[src/rtl/csr_int_ctrl_if.sv]
// CSR access port for csr_int_ctrl: a WB-stage masked write strobe and a
// combinational read port.
interface csr_int_ctrl_if;
  // Write semantics: csr_we is a one-cycle qualified strobe with no ready.
  // While csr_we=1 the fields addr/wdata/wmask are valid and the write is
  // always accepted at the next rising clock edge. The read port is purely
  // combinational: csr_rdata follows csr_raddr and the current register state.
  logic        csr_we;
  logic [13:0] csr_addr;
  logic [31:0] csr_wdata;
  logic [31:0] csr_wmask;
  logic [13:0] csr_raddr;
  logic [31:0] csr_rdata;

  modport master (
    output csr_we, csr_addr, csr_wdata, csr_wmask, csr_raddr,
    input  csr_rdata
  );

  modport slave (
    input  csr_we, csr_addr, csr_wdata, csr_wmask, csr_raddr,
    output csr_rdata
  );
endinterface

[src/rtl/csr_int_ctrl.sv]
// Interrupt/timer CSR block: ECFG, ESTAT, TID, TCFG, TVAL, TICLR, with a
// countdown timer feeding ESTAT.IS[11] and a combinational has_int output.
module csr_int_ctrl #(
  parameter logic [31:0] TID_RST = 32'h0
) (
  input  logic                clk,
  input  logic                resetn,
  csr_int_ctrl_if.slave       csr,
  input  logic                wb_ex,
  input  logic [5:0]          wb_ecode,
  input  logic [8:0]          wb_esubcode,
  input  logic [7:0]          hw_int_in,
  input  logic                ipi_int_in,
  input  logic                crmd_ie,
  output logic [1:0]          csr_ecfg_lie_soft,
  output logic                has_int
);

  localparam logic [13:0] ADDR_ECFG  = 14'h0004;
  localparam logic [13:0] ADDR_ESTAT = 14'h0005;
  localparam logic [13:0] ADDR_TID   = 14'h0040;
  localparam logic [13:0] ADDR_TCFG  = 14'h0041;
  localparam logic [13:0] ADDR_TVAL  = 14'h0042;
  localparam logic [13:0] ADDR_TICLR = 14'h0044;
  localparam logic [12:0] ECFG_WMASK = 13'h1BFF;

  logic [12:0] ecfg_lie;
  logic [1:0]  is_sw;
  logic [7:0]  is_hw;
  logic        is_timer;
  logic        is_ipi;
  logic [5:0]  ecode;
  logic [8:0]  esubcode;
  logic [31:0] tid;
  logic [31:0] tcfg;
  logic [31:0] tval;
  logic        armed;

  logic        we_ecfg, we_estat, we_tid, we_tcfg, we_ticlr;
  logic [12:0] ecfg_new;
  logic [1:0]  is_sw_new;
  logic [31:0] tid_new;
  logic [31:0] tcfg_new;
  logic        ticlr_clr;
  logic        timer_expire;
  logic [31:0] ecfg_val;
  logic [31:0] estat_val;

  assign we_ecfg  = csr.csr_we && (csr.csr_addr == ADDR_ECFG);
  assign we_estat = csr.csr_we && (csr.csr_addr == ADDR_ESTAT);
  assign we_tid   = csr.csr_we && (csr.csr_addr == ADDR_TID);
  assign we_tcfg  = csr.csr_we && (csr.csr_addr == ADDR_TCFG);
  assign we_ticlr = csr.csr_we && (csr.csr_addr == ADDR_TICLR);

  // Masked merge, restricted afterwards to each register's writable bits.
  assign ecfg_new  = ((csr.csr_wdata[12:0] & csr.csr_wmask[12:0]) |
                      (ecfg_lie & ~csr.csr_wmask[12:0])) & ECFG_WMASK;
  assign is_sw_new = (csr.csr_wdata[1:0] & csr.csr_wmask[1:0]) |
                     (is_sw & ~csr.csr_wmask[1:0]);
  assign tid_new   = (csr.csr_wdata & csr.csr_wmask) | (tid & ~csr.csr_wmask);
  assign tcfg_new  = (csr.csr_wdata & csr.csr_wmask) | (tcfg & ~csr.csr_wmask);
  assign ticlr_clr = we_ticlr && csr.csr_wdata[0] && csr.csr_wmask[0];

  assign timer_expire = armed && (tval == 32'h0);

  assign ecfg_val  = {19'h0, ecfg_lie};
  assign estat_val = {1'b0, esubcode, ecode, 3'b000, is_ipi, is_timer, 1'b0,
                      is_hw, is_sw};

  always_ff @(posedge clk or negedge resetn) begin
    if (!resetn) begin
      ecfg_lie <= '0;
      is_sw    <= '0;
      is_hw    <= '0;
      is_ipi   <= 1'b0;
      ecode    <= '0;
      esubcode <= '0;
      tid      <= TID_RST;
      tcfg     <= '0;
    end else begin
      is_hw  <= hw_int_in;
      is_ipi <= ipi_int_in;
      if (we_ecfg)  ecfg_lie <= ecfg_new;
      if (we_estat) is_sw    <= is_sw_new;
      if (we_tid)   tid      <= tid_new;
      if (we_tcfg)  tcfg     <= tcfg_new;
      if (wb_ex) begin
        ecode    <= wb_ecode;
        esubcode <= wb_esubcode;
      end
    end
  end

  // A TCFG write overrides reload/disarm, but an expiry in that cycle still
  // latches IS[11]; expiry also beats a simultaneous TICLR clear.
  always_ff @(posedge clk or negedge resetn) begin
    if (!resetn) begin
      tval     <= '0;
      armed    <= 1'b0;
      is_timer <= 1'b0;
    end else begin
      if (we_tcfg) begin
        tval  <= {tcfg_new[31:2], 2'b00};
        armed <= tcfg_new[0];
      end else if (armed) begin
        if (tval != 32'h0) begin
          tval <= tval - 32'h1;
        end else if (tcfg[1]) begin
          tval <= {tcfg[31:2], 2'b00};
        end else begin
          armed <= 1'b0;
        end
      end
      if (timer_expire) begin
        is_timer <= 1'b1;
      end else if (ticlr_clr) begin
        is_timer <= 1'b0;
      end
    end
  end

  always_comb begin
    csr.csr_rdata = 32'h0;
    unique case (csr.csr_raddr)
      ADDR_ECFG:  csr.csr_rdata = ecfg_val;
      ADDR_ESTAT: csr.csr_rdata = estat_val;
      ADDR_TID:   csr.csr_rdata = tid;
      ADDR_TCFG:  csr.csr_rdata = tcfg;
      ADDR_TVAL:  csr.csr_rdata = tval;
      default:    csr.csr_rdata = 32'h0;
    endcase
  end

  assign has_int           = crmd_ie && (|(estat_val[12:0] & ecfg_lie));
  assign csr_ecfg_lie_soft = ecfg_lie[1:0];

endmodule

[src/flat_wrapper.sv]
// flat-port wrapper written by rule: the top's interface ports become plain ports
module csr_int_ctrl_flat 
#(
  parameter logic [31:0] TID_RST = 32'h0
)
  (clk, resetn, wb_ex, wb_ecode, wb_esubcode, hw_int_in, ipi_int_in, crmd_ie, csr_ecfg_lie_soft, has_int, csr_csr_we, csr_csr_addr, csr_csr_wdata, csr_csr_wmask, csr_csr_raddr, csr_csr_rdata);
  csr_int_ctrl_if csr_i ();
  input  logic clk;
  input  logic resetn;
  input  logic wb_ex;
  input  logic [5:0] wb_ecode;
  input  logic [8:0] wb_esubcode;
  input  logic [7:0] hw_int_in;
  input  logic ipi_int_in;
  input  logic crmd_ie;
  output logic [1:0] csr_ecfg_lie_soft;
  output logic has_int;
  input wire logic [$bits(csr_i.csr_we)-1:0] csr_csr_we;
  input wire logic [$bits(csr_i.csr_addr)-1:0] csr_csr_addr;
  input wire logic [$bits(csr_i.csr_wdata)-1:0] csr_csr_wdata;
  input wire logic [$bits(csr_i.csr_wmask)-1:0] csr_csr_wmask;
  input wire logic [$bits(csr_i.csr_raddr)-1:0] csr_csr_raddr;
  output wire logic [$bits(csr_i.csr_rdata)-1:0] csr_csr_rdata;
  assign csr_i.csr_we = csr_csr_we;
  assign csr_i.csr_addr = csr_csr_addr;
  assign csr_i.csr_wdata = csr_csr_wdata;
  assign csr_i.csr_wmask = csr_csr_wmask;
  assign csr_i.csr_raddr = csr_csr_raddr;
  assign csr_csr_rdata = csr_i.csr_rdata;
  csr_int_ctrl #(.TID_RST(TID_RST)) u_core (.clk(clk), .resetn(resetn), .csr(csr_i), .wb_ex(wb_ex), .wb_ecode(wb_ecode), .wb_esubcode(wb_esubcode), .hw_int_in(hw_int_in), .ipi_int_in(ipi_int_in), .crmd_ie(crmd_ie), .csr_ecfg_lie_soft(csr_ecfg_lie_soft), .has_int(has_int));
endmodule
[config.mk]
export PLATFORM = sky130hd
export DESIGN_NAME = csr_int_ctrl_flat
export DESIGN_NICKNAME = d
export VERILOG_FILES = /design/src/rtl/csr_int_ctrl_if.sv /design/src/rtl/csr_int_ctrl.sv /design/src/flat_wrapper.sv
export SDC_FILE = /design/constraint.sdc
export NUM_CORES = 1
export LEC_CHECK = 0
export ABC_CLOCK_PERIOD_IN_PS = 3380
export CAP_MARGIN = 20
export CORE_MARGIN = 3
export CORE_UTILIZATION = 52
export CTS_CLUSTER_DIAMETER = 40
export CTS_CLUSTER_SIZE = 40
export DETAILED_ROUTE_END_ITERATION = 8
export PLACE_DENSITY_LB_ADDON = 0.15
export SLEW_MARGIN = 20
export SYNTH_ARGS = -nofsm -noshare
export SYNTH_HDL_FRONTEND = slang
export SYNTH_SLANG_ARGS = --single-unit
[constraint.sdc]
create_clock -name clk -period 3.38 [get_ports clk]
set_input_delay 0.507 -clock clk [delete_from_list [all_inputs] [get_ports clk]]
set_output_delay 0.507 -clock clk [all_outputs]
set_load 0.005 [all_outputs]
======== Word level (Yosys, flattened, before mapping) ========
Index checks and enable logic that the tools add are counted.
storage, ports and cells
  input bits .............................. 121
  word-level logic and storage cells ...... 64
  output and inout bits ................... 35
  flip-flop bits (word level) ............. 136
cells by class
  bitwise operators ....................... 15
  reductions and logical operators ........ 16
  add/subtract/negate cells ............... 1
  equal/unequal tests ..................... 10
  muxes and demuxes ....................... 11
operator list
  cell                                                  count
  one-hot mux 32 bit (5 select lines)                   1
  2-to-1 mux 32 bit                                     4
  bitwise AND 32 bit                                    3
  equality test 14 x 7 -> 1 bit, second input constant  6
  OR 32 bit                                             2
  equality test 14 x 3 -> 1 bit, second input constant  4
  bitwise AND 13 bit                                    3
  logical NOT 32 bit                                    1
  NOT 32 bit                                            1
  nonzero test 32 bit                                   1
  subtractor 32 x 1 -> 32 bit, second input constant    1
  NOT 13 bit                                            1
  OR 13 bit                                             1
  OR reduction 13 bit                                   1
  logical AND 1 bit                                     9
  2-to-1 mux 1 bit                                      6
  bitwise AND 2 bit                                     2
  nonzero test 2 bit                                    2
  nonzero test 3 bit                                    1
  NOT 2 bit                                             1
  OR 2 bit                                              1
  AND reduction 2 bit                                   1

======== Logic depth before layout (Yosys ltp) ========
  word-level depth ........................ 6
  gate-level depth with buffers ........... 10
  depth with buffers taken out ............ 8

======== Least setup slack after synthesis ========
Ideal clock, no wire load.
  path kind ............................... input-to-output
  start point ............................. input csr_csr_raddr[9]
  end point ............................... output csr_csr_rdata[16]
  path slack .............................. 0.638 ns
  data arrival time ....................... 2.235 ns
  required time ........................... 2.873 ns
  stages on the path ...................... 7
  cells stage by stage .................... nor4_1 > nand3_1 > or2_2 > nor4b_1 > clkbuf_1 > nand2_1 > nand2_1
on the way
  word-level cells in the longest chain between the ends .. 2
  elaborated cells between the ends (all ways) .. 6
ends and longest elaborated chain
  item                                                                                   RTL line             RTL
  start, declared                                                                        flat_wrapper.sv:22   input wire logic [$bits(csr_i.csr_raddr)-1:0] csr_csr_raddr;
  equality test 14 x 7 -> 1 bit / equality test 14 x 3 -> 1 bit (equally long branches)  csr_int_ctrl.sv:124  unique case (csr.csr_raddr)
  one-hot mux 32 bit (5 select lines) (*)                                                csr_int_ctrl.sv:124
  end, declared                                                                          flat_wrapper.sv:23   output wire logic [$bits(csr_i.csr_rdata)-1:0] csr_csr_rdata;
Every way passes the cells marked *; elsewhere a longest branch is shown, timed or not.

======== Worst setup path after layout ========
  start point ............................. input csr_csr_raddr[3]
  end point ............................... output csr_csr_rdata[31]
Same word-level chain as after synthesis.

==> results.json <==
{
  "r2r_slack_ns": 0.45,
  "worstMarginPinSlew_ns": 0.762,
  "crit_path_end": "csr_csr_rdata[31]",
  "setup_viol": 0,
  "startpoint": "csr_csr_raddr[3]",
  "finalHoldViolations": 0,
  "place_congestion": 0.888,
  "async_reset_ff_frac": 1.00,
  "cts_root_buffer": "clkbuf_16",
  "outcome": "finished, final reports clean",
  "critPathMaxFanout": 32,
  "power_density_nw_per_um2": 398,
  "core_um2": 14600,
  "yosys_warnings": 0,
  "clk_latency_ns": 0.43,
  "ys_dominant_reg_cell": "dfrtp_1",
  "multi_input_area_um2": 4190,
  "hold_path.class": "input pin to asynchronous set/reset pin",
  "start_util": 0.532,
  "routed_wl_um": 24900,
  "syn-cell-area_um2": 7760,
  "fmaxAchievable_ghz": 0.305,
  "synth-edff-count": 0,
  "nets": 1082,
  "routed_via_density": 6.44,
  "first_pass_iters": 9,
  "netlist_instances": 797,
  "fillers": 1073,
  "irDropWorstVdd_v": 0.000363,
  "wl_per_cell_um": 21.6,
  "drv_cap": 0,
  "synth_area_leader_cell": "dfrtp_1",
  "drive_above_1_share": 0.194,
  "cts_tree": "yes",
  "seq_area_frac_synth": 0.438,
  "clk_path_buf_depth": 2,
  "critical_path_class": "input pin to primary output",
  "core.rowCount": 44,
  "portBuffers": 155,
  "cts-buffers-inserted": 17,
  "areaGrowthSynthToFinish_pct": 34.2,
  "timing.rr.end": "u_core.tval[26]",
  "rsz0062_at_grt": "no",
  "tns_ns": 0,
  "cp.arrival_ns": 2.77,
  "grt_pass1_vias": 7580,
  "regArea_um2": 3400,
  "htreeDepth": 4,
  "antenna_found_initial": 0,
  "grt_start_max_net_pins": 137,
  "start_kind": "input pin",
  "postRouteAntennaNets": 0,
  "dieArea_um2": 16400,
  "fp.dieW_um": 128,
  "period_needed_ns": 3.28,
  "vias": 7442,
  "drt_iter0_drc": 741,
  "overflow": 0,
  "relSlewSlack": 0.487,
  "dp_hpwl_um": 16900,
  "clk_pin_slew_ns": 0.06,
  "timing.rr.start": "u_core.tval[28]",
  "leakagePower_uw": 0.00462,
  "grt_use_total": 0.305,
  "n_antenna_cell": 0,
  "finalClockSkew_ns": 0.00966,
  "netlist.area_leader.share": 0.438,
  "final_max_slew_viol_count": 0,
  "worst-r2r-cell-count": 6,
  "end_kind": "primary output",
  "pin_count": 156,
  "ys_ff_latch": 136,
  "synth_area_leaders": "dfrtp_1, mux2_2, nand2_1",
  "synth.avg_cell_area_um2": 9.74,
  "cts_sinks": 136,
  "grt_pass1_wl_um": 39700,
  "required_ns": 2.87,
  "synth_cell_type_count": 54,
  "min_period_over_period": 0.969,
  "p_total_uw": 4150,
  "cts.hold.buffers_added": 0,
  "die_y_um": 128,
  "synth_fp_nets": 920,
  "post-route-drc-count": 0
}
## worst max-delay path, stage by stage
cell and delay [ns]:
clkdlybuf4s50_1 0.41, nor4_1 0.27, nand3_1 0.14, or2_4 0.29
nor3_2 0.20, buf_12 0.25, a222oi_1 0.13, inv_1 0.07
clkdlybuf4s50_1 0.51
## power by group
part / leakage (uW) / internal, uW / switching, uW
registers: 0.00170 / 1700 / 114
clock network: 0.000294 / 1230 / 715
logic: 0.00262 / 225 / 163
total: 0.00462 / 3160 / 992
## how the worst min path moves through the flow
stage,startpoint,to,slack (ns),depth (start not counted)
CTS,resetn,asynchronous set/reset pin,0.24,2
floorplan,resetn,asynchronous set/reset pin,0.21,0
detailed placement,register,register,0.49,1
global placement,register,register,0.49,1
finish,resetn,asynchronous set/reset pin,0.17,2
global route,resetn,u_core.is_hw[0],0.25,2
## stage by stage
stage | util | area [um2] | setup WS (ns) | cells | hold slack, ns
final | 0.714 | 10400 | 0.104 | 1156 | 0.169
after global routing | 0.714 | 10400 | 0.0105 | 1156 | 0.251
after CTS | 0.708 | 10300 | 0.00550 | 1154 | 0.242
after detailed placement | 0.664 | 9690 | -0.00630 | 1120 | 0.494
after global placement | 0.664 | 9690 | 0.00895 | 1120 | 0.488
after floorplan | - | 7760 | 0.638 | 797 | 0.211
## Yosys cell counts (all sizes together), types with 2 or more instances
| library cell | n |
|---|---|
| xnor2 | 7 |
| a222oi | 32 |
| nand3b | 2 |
| a41oi | 3 |
| nand4b | 2 |
| ha | 2 |
| or3 | 17 |
| and3 | 3 |
| buf | 5 |
| nor4b | 6 |
| a211o | 2 |
| clkbuf | 40 |
| a221oi | 5 |
| nor3b | 2 |
| a221o | 3 |
| a31oi | 15 |
| nand2b | 5 |
| o21ai | 27 |
| mux2i | 16 |
| or2 | 4 |
| nand2 | 151 |
| mux2 | 110 |
| nand4 | 10 |
| nor2b | 6 |
| dfrtp | 136 |
| inv | 11 |
| and2 | 2 |
| xor2 | 4 |
| o211ai | 4 |
| o41ai | 3 |
| nor2 | 33 |
| nor3 | 20 |
| o31ai | 4 |
| a211oi | 7 |
| a21oi | 41 |
| nand3 | 15 |
| a22o | 3 |
| nor4 | 16 |
| or4 | 9 |
| o221ai | 6 |
## placed cells by master (no fill, tap or decap), types with 10 or more instances in the layout
cell               n
dfrtp_1          136
nand3_1           15
mux2_2           110
buf_4             22
mux2i_1           16
nand4_1           10
inv_1             11
clkdlybuf4s50_1  139
nand2_1          151
nor3_1            18
a31oi_1           15
clkbuf_16         17
or3_1             17
a222oi_1          32
dlymetal6s2s_1    15
a21oi_1           41
nor4_1            14
o21ai_0           27
nor2_1            33
## cell type report
type,instances,area share
Clock buffer,20,0.0419
Clock inverter,12,0.0169
Inverter,11,0.00396
Multi-Input combinational cell,605,0.402
Sequential cell,136,0.327
Tap cell,184,0.0221
Timing Repair Buffer,188,0.187
## routing by layer
layer | up-vias | track usage | share of wire
li1 | 3323 | - | -
met4 | 0 | 0.119 | 0.032
met3 | 62 | 0.0646 | 0.071
met2 | 364 | 0.526 | 0.51
met1 | 3693 | 0.374 | 0.39
met5 | - | 0 | 0
## what timing repair did
item                                    CTS  global route
gates resized for setup                   5            23
setup buffers                             1             2
pin swaps                                 1             2
endpoints found under the setup margin   14            32
cloned                                    1             0
## cells by family after synthesis
group	Yosys count	share of synthesized area
flip-flops	136	0.438
buffers and inverters	56	0.0292
XOR/XNOR	11	0.0124
adder cells (fa/ha/maj)	2	0.00322
multiplexers	126	0.180
AND/OR/NAND/NOR	306	0.190
AO/OA/AOI/OAI	160	0.147
(Power assumes the default switching activity.)
